**src/rtl/seed_loader_if.sv**
```systemverilog
// Bundle of the seed loader's control, row data and board/indicator outputs.
// The master side drives buttons and switches; the slave side is the loader.
interface seed_loader_if #(
    parameter int ROWS = 8,
    parameter int COLS = 8
);
    localparam int PW = $clog2(ROWS);

    logic                       next;
    logic                       prev;
    logic                       clear;
    logic                       restart;
    logic [COLS-1:0]            in;
    logic [ROWS-1:0][COLS-1:0]  board;
    logic [PW-1:0]              row_ptr;
    logic                       seed_valid;
    logic                       seed_done;
    logic [6:0]                 HEX0;

    modport master (
        output next, prev, clear, restart, in,
        input  board, row_ptr, seed_valid, seed_done, HEX0
    );

    modport slave (
        input  next, prev, clear, restart, in,
        output board, row_ptr, seed_valid, seed_done, HEX0
    );
endinterface

```
**src/rtl/seed_loader.sv**
```systemverilog
// Row-at-a-time Game-of-Life board seeder with prev/clear/restart editing.
// Optional macro SEED_DBUF_EN: rows land in a shadow array and the board updates atomically on completion.
module seed_loader #(
    parameter int ROWS = 8,
    parameter int COLS = 8
) (
    input  logic          clk,
    input  logic          reset,
    seed_loader_if.slave  ifc
);
    localparam int PW = $clog2(ROWS);
    localparam logic [PW-1:0] LAST_ROW = PW'(ROWS - 1);

    typedef enum logic [0:0] {
        ST_LOAD = 1'b0,
        ST_FULL = 1'b1
    } state_t;

    state_t                     state_r;
    state_t                     state_nx_s;
    logic [PW-1:0]              ptr_r;
    logic [PW-1:0]              ptr_nx_s;
    logic                       next_q_r;
    logic                       prev_q_r;
    logic                       next_edge_s;
    logic                       prev_edge_s;
    logic                       seed_valid_r;
    logic                       seed_done_r;
    logic                       done_nx_s;
    logic                       wr_en_s;
    logic                       clr_s;
    logic [ROWS-1:0][COLS-1:0]  board_r;
    logic [6:0]                 hex_s;

    // Seven-segment code (active low, gfedcba) for digits 1..9.
    function automatic logic [6:0] seg_digit(input logic [3:0] d);
        logic [6:0] s;
        case (d)
            4'd1:    s = 7'b1111001;
            4'd2:    s = 7'b0100100;
            4'd3:    s = 7'b0110000;
            4'd4:    s = 7'b0011001;
            4'd5:    s = 7'b0010010;
            4'd6:    s = 7'b0000010;
            4'd7:    s = 7'b1111000;
            4'd8:    s = 7'b0000000;
            4'd9:    s = 7'b0010000;
            default: s = 7'b1111111;
        endcase
        return s;
    endfunction

    assign next_edge_s = ifc.next & ~next_q_r;
    assign prev_edge_s = ifc.prev & ~prev_q_r;

    // Next-state logic: clear > restart > next > prev; losers are dropped.
    always_comb begin
        state_nx_s = state_r;
        ptr_nx_s   = ptr_r;
        done_nx_s  = 1'b0;
        wr_en_s    = 1'b0;
        clr_s      = 1'b0;
        if (ifc.clear) begin
            state_nx_s = ST_LOAD;
            ptr_nx_s   = '0;
            clr_s      = 1'b1;
        end else if (ifc.restart) begin
            state_nx_s = ST_LOAD;
            ptr_nx_s   = '0;
        end else begin
            case (state_r)
                ST_LOAD: begin
                    if (next_edge_s) begin
                        wr_en_s = 1'b1;
                        if (ptr_r == LAST_ROW) begin
                            state_nx_s = ST_FULL;
                            done_nx_s  = 1'b1;
                        end else begin
                            ptr_nx_s = ptr_r + PW'(1);
                        end
                    end else if (prev_edge_s) begin
                        if (ptr_r != '0) begin
                            ptr_nx_s = ptr_r - PW'(1);
                        end else begin
                            ptr_nx_s = ptr_r;
                        end
                    end else begin
                        ptr_nx_s = ptr_r;
                    end
                end
                ST_FULL: begin
                    state_nx_s = ST_FULL;
                end
                default: begin
                    state_nx_s = ST_LOAD;
                    ptr_nx_s   = '0;
                end
            endcase
        end
    end

    // Control state, status flags and button history.
    always_ff @(posedge clk) begin
        if (reset) begin
            state_r      <= ST_LOAD;
            ptr_r        <= '0;
            seed_valid_r <= 1'b0;
            seed_done_r  <= 1'b0;
            // Held-high buttons through reset must not look like a fresh press.
            next_q_r     <= 1'b1;
            prev_q_r     <= 1'b1;
        end else begin
            state_r      <= state_nx_s;
            ptr_r        <= ptr_nx_s;
            seed_valid_r <= (state_nx_s == ST_FULL);
            seed_done_r  <= done_nx_s;
            next_q_r     <= ifc.next;
            prev_q_r     <= ifc.prev;
        end
    end

`ifdef SEED_DBUF_EN
    logic [ROWS-1:0][COLS-1:0] shadow_r;
    logic [ROWS-1:0][COLS-1:0] merged_s;

    // Shadow contents including the row being written this cycle.
    always_comb begin
        merged_s        = shadow_r;
        merged_s[ptr_r] = ifc.in;
    end

    // Rows collect in the shadow; the board takes them all on completion.
    always_ff @(posedge clk) begin
        if (reset) begin
            shadow_r <= '0;
            board_r  <= '0;
        end else if (clr_s) begin
            shadow_r <= '0;
            board_r  <= '0;
        end else if (wr_en_s) begin
            shadow_r[ptr_r] <= ifc.in;
            if (done_nx_s) begin
                board_r <= merged_s;
            end else begin
                board_r <= board_r;
            end
        end else begin
            shadow_r <= shadow_r;
            board_r  <= board_r;
        end
    end
`else
    // Direct row-by-row board writes.
    always_ff @(posedge clk) begin
        if (reset) begin
            board_r <= '0;
        end else if (clr_s) begin
            board_r <= '0;
        end else if (wr_en_s) begin
            board_r[ptr_r] <= ifc.in;
        end else begin
            board_r <= board_r;
        end
    end
`endif

    // Row indicator: 1-based row number while loading, 'd' once full.
    always_comb begin
        hex_s = 7'b1111111;
        if (state_r == ST_FULL) begin
            hex_s = 7'b0100001;
        end else begin
            hex_s = seg_digit(4'(ptr_r) + 4'd1);
        end
    end

    assign ifc.board      = board_r;
    assign ifc.row_ptr    = ptr_r;
    assign ifc.seed_valid = seed_valid_r;
    assign ifc.seed_done  = seed_done_r;
    assign ifc.HEX0       = hex_s;
endmodule

```
**src/flat_wrapper.sv**
```systemverilog
// flat-port wrapper written by rule: the top's interface ports become plain ports
module seed_loader_flat 
#(
    parameter int ROWS = 8,
    parameter int COLS = 8
)
  (clk, reset, ifc_next, ifc_prev, ifc_clear, ifc_restart, ifc_in, ifc_board, ifc_row_ptr, ifc_seed_valid, ifc_seed_done, ifc_HEX0);
  seed_loader_if #(.ROWS(ROWS), .COLS(COLS)) ifc_i ();
  input  logic clk;
  input  logic reset;
  input wire logic [$bits(ifc_i.next)-1:0] ifc_next;
  input wire logic [$bits(ifc_i.prev)-1:0] ifc_prev;
  input wire logic [$bits(ifc_i.clear)-1:0] ifc_clear;
  input wire logic [$bits(ifc_i.restart)-1:0] ifc_restart;
  input wire logic [$bits(ifc_i.in)-1:0] ifc_in;
  output wire logic [$bits(ifc_i.board)-1:0] ifc_board;
  output wire logic [$bits(ifc_i.row_ptr)-1:0] ifc_row_ptr;
  output wire logic [$bits(ifc_i.seed_valid)-1:0] ifc_seed_valid;
  output wire logic [$bits(ifc_i.seed_done)-1:0] ifc_seed_done;
  output wire logic [$bits(ifc_i.HEX0)-1:0] ifc_HEX0;
  assign ifc_i.next = ifc_next;
  assign ifc_i.prev = ifc_prev;
  assign ifc_i.clear = ifc_clear;
  assign ifc_i.restart = ifc_restart;
  assign ifc_i.in = ifc_in;
  assign ifc_board = ifc_i.board;
  assign ifc_row_ptr = ifc_i.row_ptr;
  assign ifc_seed_valid = ifc_i.seed_valid;
  assign ifc_seed_done = ifc_i.seed_done;
  assign ifc_HEX0 = ifc_i.HEX0;
  seed_loader #(.ROWS(ROWS), .COLS(COLS)) u_core (.clk(clk), .reset(reset), .ifc(ifc_i));
endmodule
```
**config.mk**
```make
export PLATFORM = sky130hd
export DESIGN_NAME = seed_loader_flat
export DESIGN_NICKNAME = d
export VERILOG_FILES = /design/src/rtl/seed_loader_if.sv /design/src/rtl/seed_loader.sv /design/src/flat_wrapper.sv
export SDC_FILE = /design/constraint.sdc
export NUM_CORES = 1
export LEC_CHECK = 0
export CELL_PAD_IN_SITES_DETAIL_PLACEMENT = 0
export CELL_PAD_IN_SITES_GLOBAL_PLACEMENT = 2
export CORE_MARGIN = 2
export CORE_UTILIZATION = 30
export CTS_BUF_LIST = sky130_fd_sc_hd__clkbuf_8 sky130_fd_sc_hd__clkbuf_16
export DETAILED_ROUTE_END_ITERATION = 10
export GPL_TIMING_DRIVEN = 0
export PLACE_DENSITY_LB_ADDON = 0.1
export SYNTH_ARGS = -nofsm -noshare
export SYNTH_HDL_FRONTEND = slang
export SYNTH_SLANG_ARGS = --single-unit
```
**constraint.sdc**
```tcl
create_clock -name clk -period 5.6 [get_ports clk]
set_input_delay 1.12 -clock clk [delete_from_list [all_inputs] [get_ports clk]]
set_output_delay 1.12 -clock clk [all_outputs]
set_load 0.005 [all_outputs]
```
# == After elaboration in Yosys (flattened, before gate mapping) ==
# Memories as Yosys holds them, arrays and structs flattened.
# Index checks and enable logic that the tools add are counted.
# op_classes
mux,16
shifts,0
eq_ne,2
div,0
order_cmp,2
n_addsub,3
reduce_logical,8
n_bitwise,5
multipliers,0
# ops
operator,count
bitwise mux 64 bit,1
demux 8 bit (select 3 bit),1
two-way mux 3 bit,4
two-way mux 8 bit,1
two-way mux 1 bit,7
two-way mux 7 bit,1
adder 3 x 1 -> 4 bit (second input constant),1
less-than comparator 3 x 4 -> 1 bit (second input constant),1
AND reduction 4 bit,1
nonzero test 2 bit,2
OR reduction 4 bit,1
adder 3 x 1 -> 3 bit (second input constant),1
equality test 3 bit (second input constant),1
>= comparator 3 x 1 -> 1 bit (second input constant),1
NOT 1 bit,3
nonzero test 3 bit,1
OR reduction 3 bit,1
subtractor 3 x 1 -> 3 bit (second input constant),1
bitwise AND 1 bit,2
!= test 2 bit (second input constant),1
case mux 1 bit (2 select lines),1
OR reduction 2 bit,1
logical AND 1 bit,1
# word_totals
mem_count,1
romBits,112
elab_cells,50
latch_bits,0
mem_bits_rw,0
regBits,71
out_inout_bits,76
# mem_list
name,words,word_bits,read_ports,rd_clocked_by_memory_dff,write_ports,line_no,text
(no name shown),16,7,1,0,0,seed_loader.sv:38,case (d)

# == Depth between registers and ports, before layout ==
# logic_depth
ltp_word,6
depth_mapped,8

# == Worst setup path after synthesis ==
# Ideal clock, no wire load.
# synth_path
path_kind,reg-to-output
from,register u_core.ptr_r[1] (netlist: u_core.ifc.row_ptr[1])
to,output port ifc_HEX0[2]
arrival_ns,1.650
stages_incl_launch_ff,6
path_slack_ns,2.830
path_cell_list,dfxtp_1 -> buf_2 -> inv_1 -> ha_1 -> nor3_1 -> a2111oi_0
# synth_between
elab_chain_len,3
# synth_rtl
element,line_no,text
from (decl),seed_loader.sv:21,logic [PW-1:0] ptr_r;
from (signal assigned),seed_loader.sv:114,ptr_r <= ptr_nx_s;
adder 3 x 1 -> 4 bit,seed_loader.sv:173,hex_s = seg_digit(4'(ptr_r) + 4'd1);
memory (16 x 7 bit),n/a,
two-way mux 7 bit,seed_loader.sv:170,if (state_r == ST_FULL) begin
to (decl),flat_wrapper.sv:20,output wire logic [$bits(ifc_i.HEX0)-1:0] ifc_HEX0;
# Every way passes these cells.

# == Worst setup path in the final report ==
# Same ends and word-level chain as after synthesis.

==> metrics <==
Post-DRT Antenna Nets=0; Tcrit/Tclk final=71.2%; io pins=90; drt initial violations=35; postcts setup bufs=0; CP Cell Sequence=buf_2 -> inv_1 -> ha_1 -> nor3_1 -> a2111oi_0 -> clkdlybuf4s50_1; Tot Pwr=0.000965 W; Syn Area/Cell=just under 10 sq um; H-tree levels=3; Wirelength per Cell=15.1 microns; Synth warnings=0; Tmin final=3.98 ns; GPL Wtd Cong=0.748; top_reg_cell synth=dfxtp_1; clock-pin slew on the worst setup and hold paths=around 0.07 ns; max-slew violations=0; Worst-Skew Late Latency=0.34 ns; CTS buffer count=9; CTS tree=yes; top cell type's share of synthesized area=47.9%; synthesized netlist cell count=305; worst-path fanout max=10; post-CTS sizing=0; syn_nets=~330; routed via count=2,432; Unique masters post-synth=37; ant diodes=0; Via density=4.55; dominant cell type by area after synthesis=dfxtp_1; Tot GR Track Use=15.5%; CTS root buf=clkbuf_8; first-pass GRT wire length=12,200 microns; Synth async-reset ratio=0%; Worst Setup Slack, final=1.62 ns; Critical-path top delay cell=clkdlybuf4s50_1; Final Hold Viols=0; core area=just under 10,000 sq um; P per Cell Area=233 nW/um^2; count of final setup violators=0; fillers=984; vias in the first global route=around 2,300; outcome=finished clean; initial antenna violation count=0; remaining routing DRC violations=0; CP Capture Type=primary output; full die area=10,700 sq um; CTS Hold Bufs=0; sequential cell area=between 1000 and 1500 sq um; Final TNS setup=0 ns; largest net degree at the start of global routing=13; Worst EP arrival=between 2 and 3 ns; maximum root-to-sink buffer count=2; # rows=36; RSZ-0062 raised after global routing=false; element type at the critical path start=register; WS Path Type=register to primary output; Worst Hold Class=register to register; CP top delay family=buffers and inverters; slowest stage delay, CP=0.59 ns; worst path bufs/invs=3; Worst Skew=0.0122 ns; area of the multi-input gates=about 1400 sq um; Initial Util=between 30% and 40%; Pre-antenna DRT Iters=4; Port Buffers=81; DIE WIDTH=103 microns; maximum vdd drop=0.136 mV; pre-CTS WS=2.04 ns; layout cells sized above 1=around 9.0%; worst-margin pin slew=0.587 ns; f_max=0.251 GHz; nets=418; largest cells by area after synthesis=dfxtp_1 (48%), mux2i_1 (19%), nor2_1 (7.7%); sequential-to-total area share from yosys stat=47.9%; Post-DP HPWL=5730 microns; clock sinks=71; GRT overflow=0; Lkg Pwr=1.81 nW; Yosys reg bits=71; synthesized cell area=2970 sq um; Area growth, synth to finish=39.6%; EDFF count, synth=0; wirelength, routed=between 8000 and 9000 microns; Max-Cap Viols=0; worst rel slew slack=about 60%; CP required=4.48 ns; die height=just over 100 microns
## report_power, final
| part | internal (W) | switching (W) |
|---|---|---|
| clock | 0.000216 | 0.000194 |
| sequential | 0.000506 | 0.00000132 |
| combinational | 0.0000162 | 0.0000317 |
## Yosys cell counts (4+ instances only)
cell type	n
dfxtp_1	71
nor2_1	61
mux2i_1	57
a21oi_1	17
clkbuf_1	17
nand2_1	11
nand3_1	11
ha_1	7
inv_1	4
nand2b_1	4
nand3_2	4
nor3_1	4
o21ai_0	4
or2_2	4
## final timing paths
| path | end | slack [ns] | cells past startpoint | start |
|---|---|---|---|---|
| worst max-delay path | ifc_HEX0[2] | 1.62 | 6 | u_core.ifc.row_ptr[1] |
| worst max register to register | u_core.ifc.row_ptr[2] | 3.46 | 7 | u_core.ifc.row_ptr[1] |
| worst min-delay path | u_core.ifc.board[4] | 0.46 | 2 | u_core.ifc.board[4] |
| worst min register to register | u_core.ifc.board[4] | 0.46 | 2 | u_core.ifc.board[4] |
## logic make-up (layout without fill, tap and decap cells)
kind of cell	Yosys count	count (layout)	synth area share [%]
mux	57	57	19.2
fa+ha+maj	7	7	2.95
flops	71	71	47.9
simple gates	112	112	19.6
buf+inv	26	123	3.88
compound gates	30	30	5.82
xor+xnor	2	2	0.590
## worst min-delay path, cell delays in order (launching register included)
cell	delay [ns]
dfxtp_1	0.31
nand2_1	0.05
a21oi_1	0.05
## routing by layer
layer	global-route usage (%)	up-vias	share of wire [%]
li1	-	1221	-
met4	5.77	0	1.1
met2	23.9	64	45
met3	5.11	7	6.6
met5	0	-	0
met1	20.3	1140	47
## final cells by class
type,instances,area share [%]
well taps,133,4.02
plain buffers,22,2.42
multi-input cells,208,34.6
clock inverters,6,1.45
flip-flops and latches,71,34.3
clock buffers,10,3.32
inverters,4,0.362
repair buffers,81,19.6
## flip-flops by register name, summed over array words and instances, names as in the netlist
register and cells:
u_core.next_q_r 1, u_core.ifc.seed_done 1, u_core.ifc.board 64, u_core.ifc.row_ptr 3, u_core.state_r 1, u_core.prev_q_r 1
## cell usage in the layout, fill, tap and decap left out, types with 2 or more instances in the layout
cell,synthesis,final
xnor2_1,2,2
or2_2,4,4
clkbuf_1,17,17
a31oi_1,2,2
nor3_1,4,4
a21oi_1,17,17
nand3_2,4,4
buf_4,2,2
mux2i_1,57,57
nor2_1,61,61
buf_2,2,2
clkdlybuf4s50_1,0,81
ha_1,7,7
nand3_1,11,11
inv_1,4,5
clkbuf_8,0,10
o21ai_0,4,4
nand2_1,11,11
nand2b_1,4,4
dfxtp_1,71,71
a211oi_1,2,2
clkinv_2,0,2
nor3b_1,2,2
## through the flow
step                      utilization, %  cells  hold slack [ns]  area (sq um)
after detailed placement            40.7    519            0.447          3950
after global routing                42.8    535            0.477          4140
after floorplan                        -    305            0.453          2970
after global placement              40.7    519            0.448          3950
final                               42.8    535            0.455          4140
after CTS                           42.8    535            0.458          4140
No activity file was read; power rests on OpenSTA's default activity.
